$ cat src/rtl/fma_pkg.sv
// Shared constants for the FMA operand unpack path: default operand format, class flag layout
// and the standard IEEE-754 format presets.
package fma_pkg;

   typedef enum logic [1:0] {FmtHalf, FmtSingle, FmtDouble} fmtT;

   localparam int unsigned DefaultWidth    = 32;
   localparam int unsigned DefaultExpWidth = 8;

   // Bit positions within the per-operand class vector {snan,qnan,inf,zero,subnormal}.
   localparam int unsigned ClsSub   = 0;
   localparam int unsigned ClsZero  = 1;
   localparam int unsigned ClsInf   = 2;
   localparam int unsigned ClsQnan  = 3;
   localparam int unsigned ClsSnan  = 4;
   localparam int unsigned ClsWidth = 5;

   function automatic int unsigned fmtWidth(fmtT fmt);
      case (fmt)
         FmtHalf:   return 16;
         FmtDouble: return 64;
         default:   return 32;
      endcase
   endfunction

   function automatic int unsigned fmtExpWidth(fmtT fmt);
      case (fmt)
         FmtHalf:   return 5;
         FmtDouble: return 11;
         default:   return 8;
      endcase
   endfunction

endpackage

$ cat src/rtl/fma_lzc.sv
// Leading-zero counter: number of zero bits above the most significant set bit of value
// (WIDTH when value is zero).
module fma_lzc #(
   parameter int unsigned WIDTH = 24
) (
   input  logic [WIDTH-1:0]           value,
   output logic [$clog2(WIDTH+1)-1:0] count
);

   localparam int unsigned CW = $clog2(WIDTH + 1);

   // Scanning upward lets the highest set bit have the last word.
   always_comb begin
      count = CW'(WIDTH);
      for (int i = 0; i < WIDTH; i++) begin
         if (value[i]) begin
            count = CW'(WIDTH - 1 - i);
         end
      end
   end

endmodule

$ cat src/rtl/fma_unpack_pipe.sv
// Two-stage unpack of NUM_OPS IEEE-754 operands into sign, exponent, explicit-bit significand
// and class. Define FMA_SUBNORM_NORM_EN to normalise subnormals; otherwise they flush to zero.
module fma_unpack_pipe
   import fma_pkg::*;
#(
   parameter  int unsigned WIDTH     = DefaultWidth,
   parameter  int unsigned EXP_WIDTH = DefaultExpWidth,
   parameter  int unsigned NUM_OPS   = 3,
   localparam int unsigned SIG_WIDTH = WIDTH - EXP_WIDTH - 1,
   localparam int unsigned XW        = EXP_WIDTH + 1
) (
   input  logic                             clk,
   input  logic                             rst,
   input  logic                             in_valid,
   output logic                             in_ready,
   input  logic [NUM_OPS*WIDTH-1:0]         in_ops,
   output logic                             out_valid,
   input  logic                             out_ready,
   output logic [NUM_OPS-1:0]               out_sign,
   output logic [NUM_OPS*XW-1:0]            out_exp,
   output logic [NUM_OPS*(SIG_WIDTH+1)-1:0] out_sig,
   output logic [NUM_OPS*ClsWidth-1:0]      out_class
);

   localparam int unsigned CW = $clog2(SIG_WIDTH + 2);

   typedef logic [ClsWidth-1:0] clsT;

   logic                              s1Valid, s2Valid, s1Advance;
   logic [NUM_OPS-1:0]                rawSign, s1Sign, s2Sign;
   logic [NUM_OPS-1:0][XW-1:0]        rawExp, s1Exp, s2Exp, normExp;
   logic [NUM_OPS-1:0][SIG_WIDTH-1:0] rawFrac, s1Frac;
   logic [NUM_OPS-1:0][SIG_WIDTH:0]   s2Sig, normSig;
   clsT  [NUM_OPS-1:0]                rawClass, s1Class, s2Class, normClass;
   logic [NUM_OPS-1:0][CW-1:0]        lzCnt;

   assign s1Advance = !s2Valid || out_ready;
   assign in_ready  = !s1Valid || s1Advance;

   for (genvar g = 0; g < NUM_OPS; g++) begin : genOp
      logic [EXP_WIDTH-1:0] expField;
      logic                 expZero, expOnes, fracZero, fracMsb;
      clsT                  cls;

      assign expField   = in_ops[g*WIDTH+SIG_WIDTH +: EXP_WIDTH];
      assign rawFrac[g] = in_ops[g*WIDTH +: SIG_WIDTH];
      assign rawSign[g] = in_ops[g*WIDTH+WIDTH-1];
      assign rawExp[g]  = {1'b0, expField};

      assign expZero  = (expField == '0);
      assign expOnes  = &expField;
      assign fracZero = (rawFrac[g] == '0);
      assign fracMsb  = rawFrac[g][SIG_WIDTH-1];

      always_comb begin
         cls          = '0;
         cls[ClsZero] = expZero & fracZero;
         cls[ClsSub]  = expZero & !fracZero;
         cls[ClsInf]  = expOnes & fracZero;
         cls[ClsQnan] = expOnes & fracMsb;
         cls[ClsSnan] = expOnes & !fracMsb & !fracZero;
      end
      assign rawClass[g] = cls;

      fma_lzc #(
         .WIDTH(SIG_WIDTH + 1)
      ) uLzc (
         .value({1'b0, s1Frac[g]}),
         .count(lzCnt[g])
      );
   end

   // Normal, inf and NaN keep {1,frac} and their biased exponent; only zero/subnormal differ.
   always_comb begin
      for (int i = 0; i < NUM_OPS; i++) begin
         normSig[i]   = {1'b1, s1Frac[i]};
         normExp[i]   = s1Exp[i];
         normClass[i] = s1Class[i];
         if (s1Class[i][ClsZero]) begin
            normSig[i] = '0;
            normExp[i] = '0;
         end else if (s1Class[i][ClsSub]) begin
`ifdef FMA_SUBNORM_NORM_EN
            normSig[i] = {1'b0, s1Frac[i]} << lzCnt[i];
            normExp[i] = XW'(1) - XW'(lzCnt[i]);
`else
            normSig[i]            = '0;
            normExp[i]            = '0;
            normClass[i][ClsZero] = 1'b1;
`endif
         end
      end
   end

`ifndef FMA_SUBNORM_NORM_EN
   logic unusedLz;
   assign unusedLz = ^lzCnt;
`endif

   always_ff @(posedge clk) begin
      if (rst) begin
         s1Valid <= 1'b0;
         s2Valid <= 1'b0;
         s1Sign  <= '0;
         s1Exp   <= '0;
         s1Frac  <= '0;
         s1Class <= '0;
         s2Sign  <= '0;
         s2Exp   <= '0;
         s2Sig   <= '0;
         s2Class <= '0;
      end else begin
         if (in_ready) begin
            s1Valid <= in_valid;
         end
         if (in_valid && in_ready) begin
            s1Sign  <= rawSign;
            s1Exp   <= rawExp;
            s1Frac  <= rawFrac;
            s1Class <= rawClass;
         end
         if (s1Advance) begin
            s2Valid <= s1Valid;
         end
         if (s1Advance && s1Valid) begin
            s2Sign  <= s1Sign;
            s2Exp   <= normExp;
            s2Sig   <= normSig;
            s2Class <= normClass;
         end
      end
   end

   assign out_valid = s2Valid;
   assign out_sign  = s2Sign;
   assign out_exp   = s2Exp;
   assign out_sig   = s2Sig;
   assign out_class = s2Class;

endmodule

$ cat config.mk
export PLATFORM = sky130hd
export DESIGN_NAME = fma_unpack_pipe
export DESIGN_NICKNAME = d
export VERILOG_FILES = /design/src/rtl/fma_pkg.sv /design/src/rtl/fma_lzc.sv /design/src/rtl/fma_unpack_pipe.sv
export SDC_FILE = /design/constraint.sdc
export NUM_CORES = 1
export LEC_CHECK = 0
export CAP_MARGIN = 20
export CORE_MARGIN = 5
export CORE_UTILIZATION = 50
export CTS_CLUSTER_SIZE = 16
export DETAILED_ROUTE_END_ITERATION = 8
export PLACE_DENSITY = 0.84
export RECOVER_POWER = 25
export SLEW_MARGIN = 20
export SYNTH_ARGS = -nofsm -noshare
export SYNTH_HDL_FRONTEND = slang
export SYNTH_SLANG_ARGS = --single-unit
$ cat constraint.sdc
create_clock -name clk -period 2.6 [get_ports clk]
set_input_delay 0.26 -clock clk [delete_from_list [all_inputs] [get_ports clk]]
set_output_delay 0.26 -clock clk [all_outputs]
set_load 0.05 [all_outputs]
Word-level counts from Yosys, hierarchy flattened
Cells that the tools add are included.
Word-level totals
  register bits: 230
  output and inout port bits: 119
  memories kept: 0
  ROM bits: 0
  logic and storage cells: 79
  RAM bits: 0
  latch bits: 0
Cells by class
  add/sub/neg operators: 0
  bitwise gates (word level): 18
  shift-type cells: 0
  magnitude comparators: 0
  muxes and demuxes: 18
  divide/modulo/power cells: 0
  multiply operators: 0
  equal/unequal tests: 0
  reduce and logical (&&, ||, !) cells: 21
Operators by type and width (count)
  $mux W24: 6
  $logic_not A23 Y1: 3
  $mux W8: 6
  $logic_not A8 Y1: 3
  $reduce_and A8 Y1: 3
  $and A1 B1 Y1: 18
  $logic_not A1 Y1: 8
  $mux W1: 6
  $logic_and A1 B1 Y1: 2
  $logic_or A1 B1 Y1: 2

Longest topological paths before layout
  depth after elaboration: 4
  mapped depth: 7
  gate-level depth less buffers: 4

Worst setup path after synthesis
Ideal clock, no wire load.
  path kind: reg-to-reg
  start: reg s2Valid, in the netlist out_valid
  end: reg s1Class (netlist bit normClass[13])
  period minus slack after synthesis: 2.044 ns
  required time: 2.530 ns
  setup slack: 0.556 ns
  stages on the path, launching flop included: 7
  path buffers: 2
  arrival: 1.973 ns
  path through: dfxtp_1 -> nand3b_1 -> nand2_2 -> buf_4 -> buf_4 -> nand2_1 -> a21oi_1
On the way
  longest elaborated chain between the ends: 4
RTL lines
  from (decl): line fma_unpack_pipe.sv:29  | logic s1Valid, s2Valid, s1Advance;
  from (signal assigned): line fma_unpack_pipe.sv:123  | s2Valid <= s1Valid;
  $logic_not A1 Y1: line fma_unpack_pipe.sv:37  | assign s1Advance = !s2Valid || out_ready;
  $logic_or A1 B1 Y1: line fma_unpack_pipe.sv:37
  $logic_or A1 B1 Y1: line fma_unpack_pipe.sv:38  | assign in_ready = !s1Valid || s1Advance;
  net in_ready: line fma_unpack_pipe.sv:15  | output logic in_ready,
  $logic_and A1 B1 Y1: line fma_unpack_pipe.sv:116  | if (in_valid && in_ready) begin
  to (signal assigned): line fma_unpack_pipe.sv:120  | s1Class <= rawClass;
  to (decl): line fma_unpack_pipe.sv:34  | clsT [NUM_OPS-1:0] rawClass, s1Class, s2Class, normClass;
The timed path passes the listed nets, and every way through them passes these cells.
A chain may end at the register's enable or synchronous reset.

Worst setup path in the final report
  start: reg s1Valid
  end: reg s1Exp[7] (netlist name)
On the way
  longest elaborated chain between the ends: 3
RTL lines
  from (decl): line fma_unpack_pipe.sv:29
  from (signal assigned): line fma_unpack_pipe.sv:114  | s1Valid <= in_valid;
  $logic_not A1 Y1: line fma_unpack_pipe.sv:38
  $logic_or A1 B1 Y1: line fma_unpack_pipe.sv:38
  $logic_and A1 B1 Y1: line fma_unpack_pipe.sv:116
  to (signal assigned): line fma_unpack_pipe.sv:118  | s1Exp <= rawExp;
  to (decl): line fma_unpack_pipe.sv:31  | logic [NUM_OPS-1:0][XW-1:0] rawExp, s1Exp, s2Exp, normExp;
Every way passes these cells.

==> results_dict.tcl <==
set metrics [dict create \
    finalSetupViolations 0 \
    p_seq_share_pct 47.9 \
    hold_violations 0 \
    p_int_mw 5.802 \
    syn_inst 935 \
    power_density_nw_per_um2 693.5 \
    grt-ovfl-total 0 \
    p_total_mw 7.656 \
    met2_usage_pct 40.53 \
    fin_crit_sh_pct 86.57 \
    grt_use_met3_pct 7.022 \
    wl_per_cell_um 16.44 \
    cts_tree "built" \
    synthToLayoutAreaGrowth_pct 37.30 \
    dr_total_vias 7290 \
    num_rows 46 \
    rr_endpoint "s1Exp[7]$_SDFFE_PP0P_" \
    slew_viol_final 0 \
    ys_types 24 \
    syn_avg_cell_area_um2 8.599 \
    ctsResizeCount 0 \
    drt-vias-per-instance 5.388 \
    grt_pass1_vias 7108 \
    place.port_buffers 215 \
    die-area_um2 18720 \
    maxCapViolCount 0 \
    fin_crit_ps 2251 \
    reg2reg_depth 5 \
    clkPwrFrac_pct 41.0 \
    power_switching_mw 1.853 \
    grt_pass1_wl_um 34910 \
    clk_latency_ps 500 \
    ys_seq_area_share_pct 56.52 \
    slew_headroom_pct 12.42 \
    r2r_start "s1Valid$_SDFFE_PP0P_" \
    swShare_pct 24.21 \
    die_x_um 136.8 \
    grt_usage_pct 22.92 \
    hold_path_depth 2 \
    holdPathEnd "out_exp[19]$_SDFFE_PP0P_" \
    die_y_um 136.8 \
    worst_pin_slew_ps 1314 \
    synth.top_cell.area_share_pct 56.52 \
    worstHoldPathType "in2reg" \
    max_freq_mhz 444.3 \
    critPathTopFamily "simple AND/OR/NAND/NOR gates" \
    hold_buffers 0 \
    holdCritStartpoint "rst" \
    first_pass_iters 6 \
    core_area_um2 15830 \
    path_cells "nand3b_1, nand2_2, clkbuf_1, nand2_1, a21oi_1" \
    global_route.usage.met1_pct 26.30 \
    drtIter0Drc 324 \
    cts_setup_buffers 0 \
    synth_area_leaders "dfxtp_1 (57%), nand2_1 (11%), a22oi_1 (8.7%)" \
    p_comb_share_pct 11.0 \
    drc 0 \
    skew_ps 10.59 \
    finalSetupTns_ps 0 \
    ys_seq_elements 227 \
    endpoint_kind "flop" \
    status "finished, final reports clean" \
    io_pins 219 \
    antenna_found_initial 0 \
    clock_sinks 227 \
    htreeDepth 1 \
    clock-root-buffer "clkbuf_16" \
    cp-start-kind "flop" \
    critPathBufInv 1 \
    rsz0062_at_grt "no" \
    path_class "reg2reg" \
    cp_slowest_cell "nand2_2" \
    ir_drop_mv 0.5269 \
    fin_util_pct 69.75 \
    crit_required_ps 3020 \
    yosysWarnings 0 \
    gp_congestion 0.8182 \
    drive_gt1_share_pct 5.453 \
    antenna_left 0 \
    arrival_ps 2670 \
    r2r_setup_slack_ps 350 \
    n_antenna_cell 0 \
    yosys.area.top_type "dfxtp_1" \
    clk_pin_slew_ps 60 \
    cts_max_path_buffers 3 \
    synth_area_um2 8040 \
    grt_start_max_net_pins 92 \
    cts_buffers 23 \
    total_leakage_power_nw 3.989 \
    hpwlAfterDp_um 15220 \
    final_nets 1224 \
    crit_fanout 43 \
    busiest_layer "met2" \
    slowest_delay_ps 760 \
    totalWireLength_um 22240 \
    initial_utilization_pct 50.80 \
]
worst reg2reg max path, delay by kind of cell (launching register included):
family / cells / cell delay [ps]
AND/OR/NAND/NOR: 3 / 1060
buffers and inverters: 1 / 500
flip-flops: 1 / 450
AO/OA/AOI/OAI: 1 / 160
stage by stage:
stage | instance area [µm²] | cells | hold slack (ps) | setup slack [ps]
final | 11040 | 1353 | 230.6 | 349.2
after global routing | 11040 | 1353 | 273.3 | 206.2
after global placement | 10350 | 1315 | 437.5 | 372.6
after floorplan | 8048 | 937 | 396.0 | 556.3
after detailed placement | 10350 | 1315 | 445.3 | 339.2
after CTS | 11070 | 1353 | 238.4 | 406.0
power groups by stage:
stage / sequential, mW / clock (mW) / combinational, mW
floorplan: 3.88 / 0 / 0.339
global placement: 3.74 / 0 / 0.834
CTS: 3.67 / 3.19 / 0.852
detailed placement: 3.75 / 0 / 0.848
global route: 3.68 / 3.36 / 0.905
finish: 3.67 / 3.14 / 0.844
state kept, by name (all words and copies together) (netlist names), 3 cells and up:
name	count
s1Class	3
s1Exp	24
out_class	15
out_sig	72
out_exp	24
s1Sign	3
s1Frac	69
normClass	12
out_sign	3
cell type report:
cell class | instances | area [µm²]
tap | 216 | 270.3
clock inverter | 4 | 48.80
multi-input combinational | 634 | 3141
fill | 1262 | 4788
sequential | 227 | 4544
timing repair buffer | 237 | 2365
clock buffer | 34 | 666.9
inverter | 1 | 3.754
worst max-delay path by stage:
stage / start / to / slack, ps / cells past startpoint
after CTS: s1Valid$_SDFFE_PP0P_ / in_ready / 410 / 2
after floorplan: out_valid$_SDFFE_PP0P_ / normClass[13]$_SDFFE_PP0P_ / 560 / 6
after detailed placement: out_ready / out_sig[41]$_SDFFE_PP0P_ / 340 / 7
after global routing: out_valid$_SDFFE_PP0P_ / s1Frac[49]$_SDFFE_PP0P_ / 210 / 5
after global placement: out_ready / out_sig[44]$_SDFFE_PP0P_ / 370 / 7
final: s1Valid$_SDFFE_PP0P_ / s1Exp[7]$_SDFFE_PP0P_ / 350 / 5
cell usage after synthesis:
master	count
nand2_1	231
dfxtp_1	227
a21oi_1	118
nor2_1	111
a22oi_1	93
buf_2	33
clkbuf_1	26
nor4_1	21
buf_4	13
nand3b_1	10
nand4_1	9
nor3_1	9
a22o_1	6
nand3_1	6
o21ai_1	6
buf_1	3
nor4b_4	3
or2_2	3
nor2b_1	2
a21oi_2	1
conb_1	1
inv_1	1
nand2_2	1
nand2b_1	1
routing by layer:
layer	part of all wire, %	vias to the layer above
met3	9.0	52
met1	39	3431
li1	-	3561
met5	0	-
met4	3.2	0
met2	49	246
placed cells by master, fill, tap and decap left out, types with 6 or more instances in the layout:
master | netlist | routed
nor3_1 | 9 | 9
nor2_1 | 111 | 111
a22o_1 | 6 | 6
dfxtp_1 | 227 | 227
clkbuf_16 | 0 | 23
clkdlybuf4s50_1 | 0 | 214
nand3_1 | 6 | 6
nand2_1 | 231 | 231
a22oi_1 | 93 | 93
a21oi_1 | 118 | 118
clkbuf_1 | 26 | 9
nor4_1 | 21 | 21
nand3b_1 | 10 | 10
nand4_1 | 9 | 9
buf_4 | 13 | 12
logic make-up after synthesis:
group                  count (synthesis)  share of synthesized area [%]
AND/OR/NAND/NOR                      407                          21.60
flip-flops                           227                          56.52
AO/OA/AOI/OAI                        224                          17.16
buffers and inverters                 76                          4.668
other                                  1                        0.04664
(Power assumes the default switching activity.)
